<file path="config.mk">
export PLATFORM = sky130hd
export DESIGN_NAME = feed_scheduler
export DESIGN_NICKNAME = d
export VERILOG_FILES = /design/src/rtl/feed_sched_pkg.sv /design/src/rtl/feed_scheduler_skew_enable_gen.sv /design/src/rtl/feed_scheduler.sv
export SDC_FILE = /design/constraint.sdc
export NUM_CORES = 1
export LEC_CHECK = 0
export ABC_AREA = 1
export BUFFER_PORTS_ARGS = -buffer_cell sky130_fd_sc_hd__buf_2
export CORE_MARGIN = 5
export CORE_UTILIZATION = 40
export DETAILED_ROUTE_END_ITERATION = 16
export REMOVE_ABC_BUFFERS = 1
export SYNTH_ARGS = -nofsm -noshare
export SYNTH_HDL_FRONTEND = slang
export SYNTH_SLANG_ARGS = --single-unit
</file>
<file path="constraint.sdc">
create_clock -name clk -period 1.4 [get_ports clk]
set_input_delay 0.07 -clock clk [delete_from_list [all_inputs] [get_ports clk]]
set_output_delay 0.07 -clock clk [all_outputs]
set_load 0.02 [all_outputs]
</file>
<file path="src/rtl/feed_sched_pkg.sv">
// Shared types and sizing helpers for the feed scheduler.
// Holds the FSM state enum plus the feed-length and counter-width functions.
package feed_sched_pkg;

    typedef enum logic [2:0] {
        IDLE,
        LOAD,
        FEED,
        DRAIN,
        DONE
    } feed_state_t;

    function automatic int feed_len(input int nb, input int nf);
        return nb + nf - 1;
    endfunction

    function automatic int cnt_width(input int nb, input int nf,
                                     input int dc);
        return $clog2(nb + nf + dc) + 1;
    endfunction

endpackage

</file>
<file path="src/rtl/feed_scheduler_skew_enable_gen.sv">
// Combinational diagonal-skew enable map: feeder i on for i <= cnt < i+N_BYTES.
// Ports: cnt_i (step count), active_i (FEED step valid), en_o (per-feeder enables).
module skew_enable_gen #(
    parameter int N_FEEDERS = 3,
    parameter int N_BYTES   = 7,
    parameter int CW        = 5
) (
    input  logic [CW-1:0]        cnt_i,
    input  logic                 active_i,
    output logic [N_FEEDERS-1:0] en_o
);

    always_comb begin
        en_o = '0;
        for (int i = 0; i < N_FEEDERS; i++) begin
            en_o[i] = active_i
                   && (int'(cnt_i) >= i)
                   && (int'(cnt_i) < i + N_BYTES);
        end
    end

endmodule

</file>
<file path="src/rtl/feed_scheduler.sv">
// Burst sequencer for the systolic array's data feeders: load, skewed feed, drain, done.
// Ports: clk, reset (sync, active-low), start, ready, busy, load, enable, clear_acc,
// done; hold exists only when FEED_HOLD_EN is defined (stall, freezes the FSM).
module feed_scheduler
    import feed_sched_pkg::*;
#(
    parameter int N_FEEDERS    = 3,
    parameter int N_BYTES      = 7,
    parameter int DRAIN_CYCLES = 3
) (
    input  logic                 clk,
    input  logic                 reset,
    input  logic                 start,
`ifdef FEED_HOLD_EN
    input  logic                 hold,
`endif
    output logic                 ready,
    output logic                 busy,
    output logic [N_FEEDERS-1:0] load,
    output logic [N_FEEDERS-1:0] enable,
    output logic                 clear_acc,
    output logic                 done
);

    localparam int CW = cnt_width(N_BYTES, N_FEEDERS, DRAIN_CYCLES);
    localparam int FL = feed_len(N_BYTES, N_FEEDERS);
    localparam int DL = (DRAIN_CYCLES > 0) ? DRAIN_CYCLES - 1 : 0;
    localparam logic [CW-1:0] FEED_LAST  = CW'(FL - 1);
    localparam logic [CW-1:0] DRAIN_LAST = CW'(DL);

    logic hold_w;
`ifdef FEED_HOLD_EN
    assign hold_w = hold;
`else
    assign hold_w = 1'b0;
`endif

    feed_state_t          state_q, state_d;
    logic [CW-1:0]        cnt_q, cnt_d;
    logic                 ready_d, busy_d, clear_d, done_d, step_d;
    logic [N_FEEDERS-1:0] load_d, enable_d;

    always_comb begin
        state_d = state_q;
        cnt_d   = cnt_q;
        unique case (state_q)
            IDLE: begin
                if (start) begin
                    state_d = LOAD;
                    cnt_d   = '0;
                end
            end
            LOAD: begin
                state_d = FEED;
                cnt_d   = '0;
            end
            FEED: begin
                if (cnt_q == FEED_LAST) begin
                    state_d = (DRAIN_CYCLES == 0) ? DONE : DRAIN;
                    cnt_d   = '0;
                end else begin
                    cnt_d = cnt_q + CW'(1);
                end
            end
            DRAIN: begin
                if (cnt_q == DRAIN_LAST) begin
                    state_d = DONE;
                    cnt_d   = '0;
                end else begin
                    cnt_d = cnt_q + CW'(1);
                end
            end
            DONE: begin
                state_d = IDLE;
                cnt_d   = '0;
            end
            default: begin
                state_d = IDLE;
                cnt_d   = '0;
            end
        endcase
        // A stalled cycle keeps the pending step so it replays once hold drops.
        if (hold_w) begin
            state_d = state_q;
            cnt_d   = cnt_q;
        end
    end

    // Outputs are decoded from the next state so they register in step with it.
    always_comb begin
        step_d  = !hold_w;
        ready_d = (state_d == IDLE) && step_d;
        busy_d  = (state_d != IDLE);
        clear_d = (state_d == LOAD) && step_d;
        done_d  = (state_d == DONE) && step_d;
        load_d  = {N_FEEDERS{clear_d}};
    end

    skew_enable_gen #(
        .N_FEEDERS(N_FEEDERS),
        .N_BYTES  (N_BYTES),
        .CW       (CW)
    ) u_skew (
        .cnt_i   (cnt_d),
        .active_i((state_d == FEED) && step_d),
        .en_o    (enable_d)
    );

    always_ff @(posedge clk) begin
        if (!reset) begin
            state_q   <= IDLE;
            cnt_q     <= '0;
            ready     <= 1'b1;
            busy      <= 1'b0;
            load      <= '0;
            enable    <= '0;
            clear_acc <= 1'b0;
            done      <= 1'b0;
        end else begin
            state_q   <= state_d;
            cnt_q     <= cnt_d;
            ready     <= ready_d;
            busy      <= busy_d;
            load      <= load_d;
            enable    <= enable_d;
            clear_acc <= clear_d;
            done      <= done_d;
        end
    end

endmodule
</file>
## After elaboration in Yosys (flattened, before gate mapping)

Index checks and enable logic that the tools add are counted.

- Logic and storage cells: 38
- Bits of input ports: 3
- Output and inout bits: 10
- Register bits: 16

- Add/subtract/negate cells: 1
- Muxes and demuxes: 8
- Eq/ne operators: 8
- Reduce and logical (&&, ||, !) cells: 8
- Order comparisons: 5

Operators by type and width:

| kind | count |
|---|---|
| 5-bit 2-to-1 mux | 3 |
| 5-bit one-hot mux with 3 select lines | 1 |
| 3-bit one-hot mux with 4 select lines | 1 |
| 5-bit by 4-bit < comparator with 1-bit output, second input constant | 2 |
| 3-bit by 2-bit == test with 1-bit output, second input constant | 3 |
| 3-bit 2-to-1 mux | 3 |
| 3-bit by 1-bit == test with 1-bit output, second input constant | 2 |
| 3-bit logical NOT | 2 |
| 5-bit by 1-bit adder with 5-bit output, second input constant | 1 |
| 5-bit by 2-bit == test with 1-bit output, second input constant | 1 |
| 5-bit by 4-bit == test with 1-bit output, second input constant | 1 |
| 5-bit by 1-bit >= comparator with 1-bit output, second input constant | 1 |
| 5-bit by 2-bit >= comparator with 1-bit output, second input constant | 1 |
| 1-bit logical AND | 5 |
| 5-bit by 3-bit < comparator with 1-bit output, second input constant | 1 |
| 3-bit == test, second input constant | 1 |
| 3-bit nonzero test | 1 |

## Logic depth before layout (Yosys ltp)

Gate-level depths: netlist (run 1).

- Word-level depth: 6
- Mapped depth: 13

## Modules after synthesis

From an unflattened synthesis (run 1), not the netlist that was laid out.

- Cells, all modules: 126
- Area total of the unflattened synthesis: 883.3 um2

By module, submodules not included:

| module | instances | sequential area each (um2) | area an instance (um2) | cells an instance |
|---|---|---|---|---|
| feed_scheduler | 1 | 300.3 | 800.8 | 108 |
| skew_enable_gen | 1 | 0.0 | 82.6 | 18 |

## Least setup slack after synthesis (run 1)

Ideal clock, no wire load.

- Path type: register to register
- From: reg cnt_q[0]
- To: reg busy
- Setup time: 0.114 ns
- Period minus slack after synthesis: 1.431 ns
- Arrival time: 1.317 ns
- Path slack: -0.031 ns
- Cell stages (with the launch flop): 14
- Cell sequence: dfxtp_1 -> inv_1 -> ha_1 -> inv_1 -> nor2_1 -> nand2_4 -> nand2_4 -> nand2_2 -> nor2_4 -> inv_2 -> nand2_1 -> inv_2 -> nor3_2 -> inv_2

- Cells in the longest elaborated chain, start to end: 4
- Elaborated cells on any way between the ends: 6

Ends and longest elaborated chain:

| what | line | text |
|---|---|---|
| start: declaration | feed_scheduler.sv:39 | `logic [CW-1:0] cnt_q, cnt_d;` |
| start signal: assignment | feed_scheduler.sv:121 | `cnt_q <= cnt_d;` |
| 5-bit by 2-bit == test with 1-bit output or 5-bit by 4-bit == test with 1-bit output (tied branches) | feed_scheduler.sv:66, feed_scheduler.sv:58 |  |
| 3-bit 2-to-1 mux (on tied branches) | feed_scheduler.sv:66, feed_scheduler.sv:58 |  |
| 3-bit one-hot mux with 4 select lines * | feed_scheduler.sv:46 | `unique case (state_q)` |
| 3-bit nonzero test * | feed_scheduler.sv:93 | `busy_d = (state_d != IDLE);` |
| end signal: assignment | feed_scheduler.sv:123 | `busy <= busy_d;` |
| end: declaration | feed_scheduler.sv:18 | `output logic busy,` |

Every way passes the cells marked *; elsewhere a longest branch is shown, timed or not.
A chain may end at the register's enable or synchronous reset.

## Worst setup path after layout (run 1)

- From: reg cnt_q[0]
- To: reg enable[2]

- Cells in the longest elaborated chain, start to end: 6
- Elaborated cells on any way between the ends: 15

Ends and longest elaborated chain:

| what | line | text |
|---|---|---|
| 5-bit by 1-bit adder with 5-bit output (tied with other cells) | feed_scheduler.sv:62, feed_scheduler.sv:70 |  |
| 5-bit 2-to-1 mux (tied with other cells) | feed_scheduler.sv:66 | `if (cnt_q == DRAIN_LAST) begin` |
| 5-bit one-hot mux with 3 select lines or 3-bit one-hot mux with 4 select lines (tied branches) | feed_scheduler.sv:46 |  |
| 5-bit by 2-bit >= comparator with 1-bit output or 3-bit by 2-bit == test with 1-bit output (tied branches) | feed_scheduler_skew_enable_gen.sv:17, feed_scheduler.sv:105 |  |
| 1-bit logical AND | feed_scheduler_skew_enable_gen.sv:17 | `&& (int'(cnt_i) >= i)` |
| 1-bit logical AND * | feed_scheduler_skew_enable_gen.sv:18 | `&& (int'(cnt_i) < i + N_BYTES);` |
| end signal: assignment | feed_scheduler.sv:125 | `enable <= enable_d;` |
| end: declaration | feed_scheduler.sv:20 | `output logic [N_FEEDERS-1:0] enable,` |

Marked as above.

==> results.yml, run 1 <==
floorplanning:
  die-area_um2: 3096
  die_h_um: 55.64
  start_util: 0.4205
  core-area_um2: 1982
  die_x_um: 55.64
  rows: 16
  pin_count: 13
worst_setup_path:
  path_max_fanout: 4
  start_kind: "register"
  critPathKind: "register to register"
  cp.arrival_ns: 1.63
  required_ns: 1.63
  end_kind: "register"
route:
  drc: 0
  post_drt_wl_per_cell_um: 10.79
  vias: 715
  viasPerCell: 4.554
  drt_iter0_markers: 16
  ant_nets: 0
  dr.pass1.iters: 4
  drt-total-wl_um: 1694
yosys:
  synthesis.area_um2: 833.3
  synth-seq-cells: 15
  avgSynthCellArea_um2: 7.645
  synth_top_area_cell: "dfxtp_1"
  yosysUniqueCellTypes: 25
  netlist_instances: 109
  yosysTopAreaCellShare: 0.3604
  yosys_warnings: 0
  synth_area_leaders: "dfxtp_1, nand2_1, inv_1"
  synth_seq_area_share: 0.3604
finish:
  layout_commonest_cell: "dfxtp_1"
  mostFrequentLayoutCells: "dfxtp_1, buf_2, inv_1, nand2_1, nor2_1"
  drive_above_1_share: 0.5154
  utilization: 0.5574
  antenna_cells: 0
  area_growth_pct: 32.58
  fill_cells: 186
  nets: 137
power:
  p_leak_nw: 0.5011
  vdd_drop_max_mv: 0.6439
  p_per_area_nw_per_um2: 885.2
  power.total_mw: 0.9780
clock_tree:
  cts_root_buffer: "clkbuf_4"
  postCtsHoldBufs: 0
  clkLatencyLatePin_ns: 0.29
  cts_max_level: 1
  numCtsBuffers: 3
  clk_pin_slew_ns: 0.09
  cts_tree: "built"
  cts.sinks: 15
  clockBufferDepth: 2
placement:
  io_buffers: 12
  gp_congestion: 0.7728
  dp_hpwl_um: 1263
grt:
  grt_usage: 0.1222
  antenna_found_initial: 0
  grt_pass1_vias: 714
  grt_first_pass_wirelength_um: 3042
  grt_max_degree: 10
  grt_overflow: 0
timing:
  final.min_clock_period_ns: 1.397
  finalSetupTns_ns: 0
  maxClockFrequency_mhz: 715.8
  slew_headroom: 0.7694
  hold_violations: 0
  rsz0062_at_grt: "true"
  fin_crit_sh: 0.9978
  timing.hold.ws_ns: 0.02870
  fin_skew_ns: 0.004008
  setup_viol: 0
  drv_slew: 0
  tightest_slew_ns: 0.3423
run:
  cap_violations: 0
hold_path:
  worstHoldPathType: "primary input to register"
run_status:
  status: "complete, no violations"
metal layers:
metal,GRT usage,up-vias,routed length [µm]
met5,0,-,0
met4,0.05208,0,20
met3,0.02784,4,55
met2,0.2145,9,855
met1,0.1404,324,763
li1,-,378,-
logic make-up after synthesis:
group	after synthesis	share of synthesized area
xor+xnor	2	0.02102
compound gates	10	0.07808
fa+ha+maj	3	0.04505
simple gates	56	0.3784
buf+inv	23	0.1171
flops	15	0.3604
Yosys cell counts, drive strengths merged:
cell type / n
buf: 3
or2: 1
nand3: 10
nand4: 2
nor3: 4
inv: 19
xor2: 2
o21ai: 6
clkinv: 1
nand2: 21
dfxtp: 15
nor2: 18
ha: 3
a21oi: 4
flip-flops by register name, indices dropped and copies added (netlist names):
signal     count
busy           1
done           1
cnt_q          5
clear_acc      1
ready          1
state_q        3
enable         3
per-stage QoR:
stage / setup slack, ns / instance area [µm²] / cells
global placement: -0.09005 / 957.2 / 152
detailed placement: -0.1270 / 957.2 / 152
finish: 0.003020 / 1105 / 157
floorplan: -0.03121 / 810.8 / 106
CTS: 0.00001643 / 1074 / 157
global route: -0.1124 / 1105 / 157
critical path, stage by stage (launching register included):
cell	delay, ns
dfxtp_2	0.34
inv_2	0.07
ha_4	0.14
inv_4	0.03
nor2_4	0.08
nand2_4	0.08
nand2_4	0.10
nand2_4	0.06
nor2_4	0.10
nand2_2	0.07
nor2_4	0.11
nand2_1	0.06
o21ai_1	0.10
report_power, final:
group / internal, mW / leakage (nW) / total (mW) / switching [mW]
clock network: 0.106 / 0.0177 / 0.254 / 0.148
registers: 0.450 / 0.124 / 0.465 / 0.0151
logic: 0.101 / 0.360 / 0.259 / 0.158
worst paths after layout:
kind                            cells past startpoint    endpoint  slack (ns)        from
worst max-delay path                               12   enable[2]       0.003    cnt_q[0]
worst max register to register                     12   enable[2]       0.003    cnt_q[0]
worst min register to register                      4  state_q[2]        0.65  state_q[0]
worst min-delay path                                3    cnt_q[1]        0.03       reset
what timing repair did:
action | in CTS | in global routing
resized for setup | 21 | 11
cloned | 0 | 0
pin swaps | 4 | 3
endpoints found under the setup margin | 8 | 9
buffers inserted | 1 | 0
area by class of cell:
class | instances | area, µm² | share of cell area
Sequential cell | 15 | 305.3 | 0.2763
Inverter | 20 | 77.57 | 0.07022
Clock inverter | 1 | 5.005 | 0.004530
Timing Repair Buffer | 20 | 127.6 | 0.1155
Clock buffer | 3 | 22.52 | 0.02039
Multi-Input combinational cell | 71 | 533.0 | 0.4824
Tap cell | 27 | 33.78 | 0.03058
Power figures use the tool's default switching activity.
==> run 2: changes to the inputs <==
--- a/config.mk
+++ b/config.mk
@@ -8,8 +8,9 @@
 export ABC_AREA = 1
 export BUFFER_PORTS_ARGS = -buffer_cell sky130_fd_sc_hd__buf_2
 export CORE_MARGIN = 5
-export CORE_UTILIZATION = 40
+export CORE_UTILIZATION = 48
 export DETAILED_ROUTE_END_ITERATION = 16
+export PLACE_DENSITY = 0.72
 export REMOVE_ABC_BUFFERS = 1
 export SYNTH_ARGS = -nofsm -noshare
 export SYNTH_HDL_FRONTEND = slang
==> results.yml, run 2 (synthesis results as in run 1) <==
floorplanning:
  die_x_um: 51.67
  die-area_um2: 2669
  rows: 15
  core-area_um2: 1689
  start_util: 0.4933
  die_h_um: 51.67
  pin_count: 13
clock_tree:
  clkLatencyLatePin_ns: 0.29
  cts_root_buffer: "clkbuf_4"
  numCtsBuffers: 3
  postCtsHoldBufs: 0
  clockBufferDepth: 2
  clk_pin_slew_ns: 0.09
  cts_max_level: 1
  cts_tree: "built"
  cts.sinks: 15
timing:
  setup_viol: 8
  rsz0062_at_grt: "true"
  fin_crit_sh: 1.119
  slew_headroom: 0.7593
  final.min_clock_period_ns: 1.567
  drv_slew: 0
  maxClockFrequency_mhz: 638.2
  finalWorstSetupSlack_ns: -0.1669
  fin_skew_ns: 0.005134
  finalSetupTns_ns: -0.5683
  tightest_slew_ns: 0.3588
  hold_violations: 0
route:
  drt_iter0_markers: 14
  top_layer_used: "met4"
  dr.pass1.iters: 4
  met3WireLength_um: 79
  post_drt_wl_per_cell_um: 15.20
  drt-met1-wl_um: 868
  drt-total-wl_um: 2234
  vias: 794
  drc: 0
  dr_wl_met2_um: 1186
  ant_nets: 0
  viasPerCell: 5.401
placement:
  placed_area_um2: 929.6
  dp_cells: 140
  io_buffers: 12
  gp_congestion: 0.7909
  pre_cts_slack_ns: -0.1281
  dp_hpwl_um: 1315
hold_path:
  worstHoldPathType: "primary input to register"
  hold_start: "reset"
worst_setup_path:
  critPathCapture: "enable[0]"
  critPathKind: "register to register"
  r2r_setup_slack_ns: -0.17
  r2r-end: "enable[0]"
  cp.arrival_ns: 1.75
  cp-startpoint: "state_q[1]"
  path_max_fanout: 5
  reg2regPathDepth: 7
  start_kind: "register"
  required_ns: 1.59
  end_kind: "register"
  timing.rr.start: "state_q[1]"
finish:
  drive_above_1_share: 0.5154
  area_growth_pct: 33.18
  nets: 137
  top_register: "cnt_q"
  design_area_um2: 1110
  reg_top3: "cnt_q: 5 flops, enable: 3 flops, state_q: 3 flops"
  utilization: 0.6570
  largest_reg_flops: 5
  mostFrequentLayoutCells: "dfxtp_1, buf_2, inv_1, nand2_1, nand3_1"
  regArea_um2: 302.8
  layout_commonest_cell: "dfxtp_1"
  fill_cells: 126
  multiInputGateArea_um2: 546.8
  instances_no_fill: 147
  antenna_cells: 0
run:
  cap_violations: 0
power:
  p_leak_nw: 0.5053
  p_per_area_nw_per_um2: 900.4
  vdd_drop_max_mv: 0.7541
run_status:
  status: "complete, but fails checks"
  failed_checks: "setup timing"
grt:
  grt_first_pass_wirelength_um: 3284
  grt_max_degree: 10
  grt_overflow: 0
  grt_usage: 0.1638
  grt_pass1_vias: 758
  antenna_found_initial: 0
[run 2: cell types whose count changed in the layout (fill, tap and decap cells not counted), moves of 2 or more]
cell	before	now
nor2_1	9	7
nor2_2	4	6
buf_4	6	4
buf_6	2	4
[run 2: worst min path at each step]
stage                     endpoint  slack (ns)  cells past startpoint
after floorplan           cnt_q[1]        0.19                      2
after global placement    cnt_q[1]        0.32                      3
after detailed placement  cnt_q[1]        0.33                      3
after CTS                 cnt_q[1]        0.04                      3
after global routing      cnt_q[1]        0.06                      3
final                     cnt_q[1]        0.05                      3
[run 2: routing by layer]
layer | GRT usage | up-vias
li1 | - | 376
met1 | 0.1880 | 379
met2 | 0.2966 | 26
met3 | 0.02006 | 13
met4 | 0.07860 | 0
met5 | 0 | -
[run 2: repair_timing]
action	4_1_cts	5_1_grt
gates resized for setup	19	17
pin swaps	5	9
buffers inserted	3	0
setup endpoints to repair	7	11
gates cloned	0	0
[run 2: critical path, stage by stage, from the launching register on]
cell     delay, ns
dfxtp_1       0.42
nand2_1       0.07
nor2_1        0.29
nand3_1       0.16
nand2_1       0.15
nor2_2        0.07
nor3_1        0.24
nor2_2        0.06
[run 2: final cells by class]
type                    count  share of cell area
multi-input cells          71              0.4927
clock buffers               4             0.02368
repair buffers             20              0.1218
inverters                  20             0.06990
well taps                  17             0.01917
flip-flops and latches     15              0.2728
[run 2: report_power, final]
group | switching (mW) | leakage (nW) | internal, mW
clock | 0.140 | 0.0150 | 0.111
sequential | 0.0171 | 0.123 | 0.452
combinational | 0.176 | 0.367 | 0.104
[run 2: through the flow]
step | hold WS, ns | total power [mW]
2_1_floorplan | 0.1945 | 0.6224
3_3_place_gp | 0.3230 | 0.6816
3_5_place_dp | 0.3329 | 0.6853
4_1_cts | 0.04422 | 0.9630
5_1_grt | 0.05518 | 1.044
6_report | 0.04829 | 0.9992
==> run 3: changes to the inputs <==
--- a/config.mk
+++ b/config.mk
@@ -5,10 +5,10 @@
 export SDC_FILE = /design/constraint.sdc
 export NUM_CORES = 1
 export LEC_CHECK = 0
-export ABC_AREA = 1
 export BUFFER_PORTS_ARGS = -buffer_cell sky130_fd_sc_hd__buf_2
 export CORE_MARGIN = 5
 export CORE_UTILIZATION = 48
+export CTS_CLUSTER_SIZE = 14
 export DETAILED_ROUTE_END_ITERATION = 16
 export PLACE_DENSITY = 0.72
 export REMOVE_ABC_BUFFERS = 1
==> results.yml, run 3 <==
worst_setup_path:
  start_kind: "register"
  path_max_fanout: 4
  end_kind: "register"
  r2r_setup_slack_ns: -0.22
  cp-startpoint: "cnt_q[1]"
  required_ns: 1.62
  cp.arrival_ns: 1.83
  timing.rr.start: "cnt_q[1]"
  r2r-end: "enable[0]"
  reg2regPathDepth: 7
  critPathKind: "register to register"
  critPathCapture: "enable[0]"
floorplanning:
  core-area_um2: 1559
  pin_count: 13
  start_util: 0.5225
  die_h_um: 51.20
  die-area_um2: 2621
  rows: 14
  die_x_um: 51.20
finish:
  fill_cells: 120
  instances_no_fill: 141
  drive_above_1_share: 0.5120
  mostFrequentLayoutCells: "buf_4, buf_2, dfxtp_1, nand2_1, nor2b_1"
  top_register: "cnt_q"
  area_growth_pct: 46.39
  nets: 132
  largest_reg_flops: 5
  reg_top3: "cnt_q: 5 flops, enable: 3 flops, state_q: 3 flops"
  antenna_cells: 0
  layout_commonest_cell: "buf_4"
  design_area_um2: 1192
route:
  dr.pass1.iters: 4
  drt_iter0_markers: 31
  post_drt_wl_per_cell_um: 14.97
  ant_nets: 0
  vias: 800
  drc: 0
  viasPerCell: 5.674
  drt-total-wl_um: 2111
timing:
  drv_slew: 0
  hold_violations: 0
  setup_viol: 7
  tightest_slew_ns: 0.3420
  maxClockFrequency_mhz: 618.3
  fin_skew_ns: 0.009530
  rsz0062_at_grt: "true"
  finalWorstSetupSlack_ns: -0.2175
  slew_headroom: 0.7703
  finalSetupTns_ns: -1.168
  fin_crit_sh: 1.155
  final.min_clock_period_ns: 1.617
yosys:
  synthesis.area_um2: 814.5
  synth-seq-cells: 15
  avgSynthCellArea_um2: 9.050
  synthMostInstantiatedCell: "dfxtp_1"
  synth_edf_count: 0
  yosys_warnings: 0
  synth_common_cells: "dfxtp_1, nand2_1, nor2_1"
  yosysTopAreaCellShare: 0.3687
  async_reset_ff_frac: 0
  synth_seq_area_share: 0.3687
  netlist_instances: 90
  synth_top_area_cell: "dfxtp_1"
  ys.flop_type: "dfxtp_1"
  synth_area_leaders: "dfxtp_1, ha_1, nor2b_1"
  yosysUniqueCellTypes: 36
clock_tree:
  cts_tree: "built"
  cts.sinks: 15
  clkLatencyLatePin_ns: 0.30
  cts_root_buffer: "clkbuf_4"
  postCtsHoldBufs: 0
  clockBufferDepth: 2
  numCtsBuffers: 3
  cts_max_level: 1
  clk_pin_slew_ns: 0.10
grt:
  grt_max_degree: 10
  grt_overflow: 0
  grt_usage: 0.1718
  grt_first_pass_wirelength_um: 3305
  antenna_found_initial: 0
  grt_pass1_vias: 726
power:
  p_leak_nw: 0.5053
  p_per_area_nw_per_um2: 773.0
  power.total_mw: 0.9217
  vdd_drop_max_mv: 0.4807
placement:
  io_buffers: 12
  dp_hpwl_um: 1462
  placed_area_um2: 1037
  gp_congestion: 0.9069
  dp_cells: 135
run:
  cap_violations: 0
hold_path:
  hold_depth: 2
  worstHoldPathType: "primary input to register"
run_status:
  failed_checks: "setup timing"
  status: "complete, but fails checks"
-- run 3: routing by layer --
layer / wire [µm] / GRT usage
met1: 891 / 0.2120
met5: 0 / 0
met2: 966 / 0.2661
met3: 169 / 0.03488
met4: 84 / 0.1211
-- run 3: where the power goes --
group	internal, mW	total, mW	switching [mW]	leakage [nW]
sequential	0.439	0.453	0.0138	0.126
clock	0.111	0.271	0.159	0.0150
combinational	0.0908	0.198	0.107	0.365
total	0.642	0.922	0.280	0.505
-- run 3: worst min path at each step --
stage	startpoint	to	slack [ns]
after floorplan	reset	cnt_q[0]	0.19
after global placement	reset	cnt_q[3]	0.41
after detailed placement	reset	cnt_q[3]	0.41
after CTS	reset	cnt_q[4]	0.09
after global routing	reset	cnt_q[4]	0.09
final	reset	cnt_q[4]	0.09
-- run 3: worst max-delay path: stages, from the launching register on --
cell	delay, ns
dfxtp_4	0.38
inv_4	0.06
ha_4	0.11
nand3b_1	0.12
a211oi_4	0.35
nor3_1	0.11
a21o_1	0.22
a311oi_2	0.19
-- run 3: cell type report --
cell class / count / area (µm²) / area share
Multi-Input combinational cell: 65 / 540.5 / 0.4533
Sequential cell: 15 / 314.1 / 0.2634
Timing Repair Buffer: 36 / 267.8 / 0.2246
Clock buffer: 4 / 26.28 / 0.02204
Inverter: 5 / 23.77 / 0.01994
Tap cell: 16 / 20.02 / 0.01679
-- run 3: cells by family after synthesis --
| group | synth area share |
|---|---|
| compound gates | 0.1782 |
| xor+xnor | 0.02151 |
| fa+ha+maj | 0.04609 |
| buf+inv | 0.06605 |
| flops | 0.3687 |
| mux | 0.02458 |
| simple gates | 0.2949 |
-- run 3: metrics by stage --
stage               hold slack (ns)  utilization  setup slack [ns]
finish                      0.08688       0.7648           -0.2175
global route                0.09336       0.7648           -0.3052
CTS                         0.09254       0.7392           -0.1945
detailed placement           0.4113       0.6653           -0.2330
global placement             0.4077       0.6653           -0.1875
floorplan                    0.1917            -           -0.1837
-- run 3: repair_timing --
action	4_1_cts	5_1_grt
pin swaps	8	7
buffers inserted	1	2
gates resized for setup	24	10
endpoints found under the setup margin	12	12
hold endpoints to repair	0	0
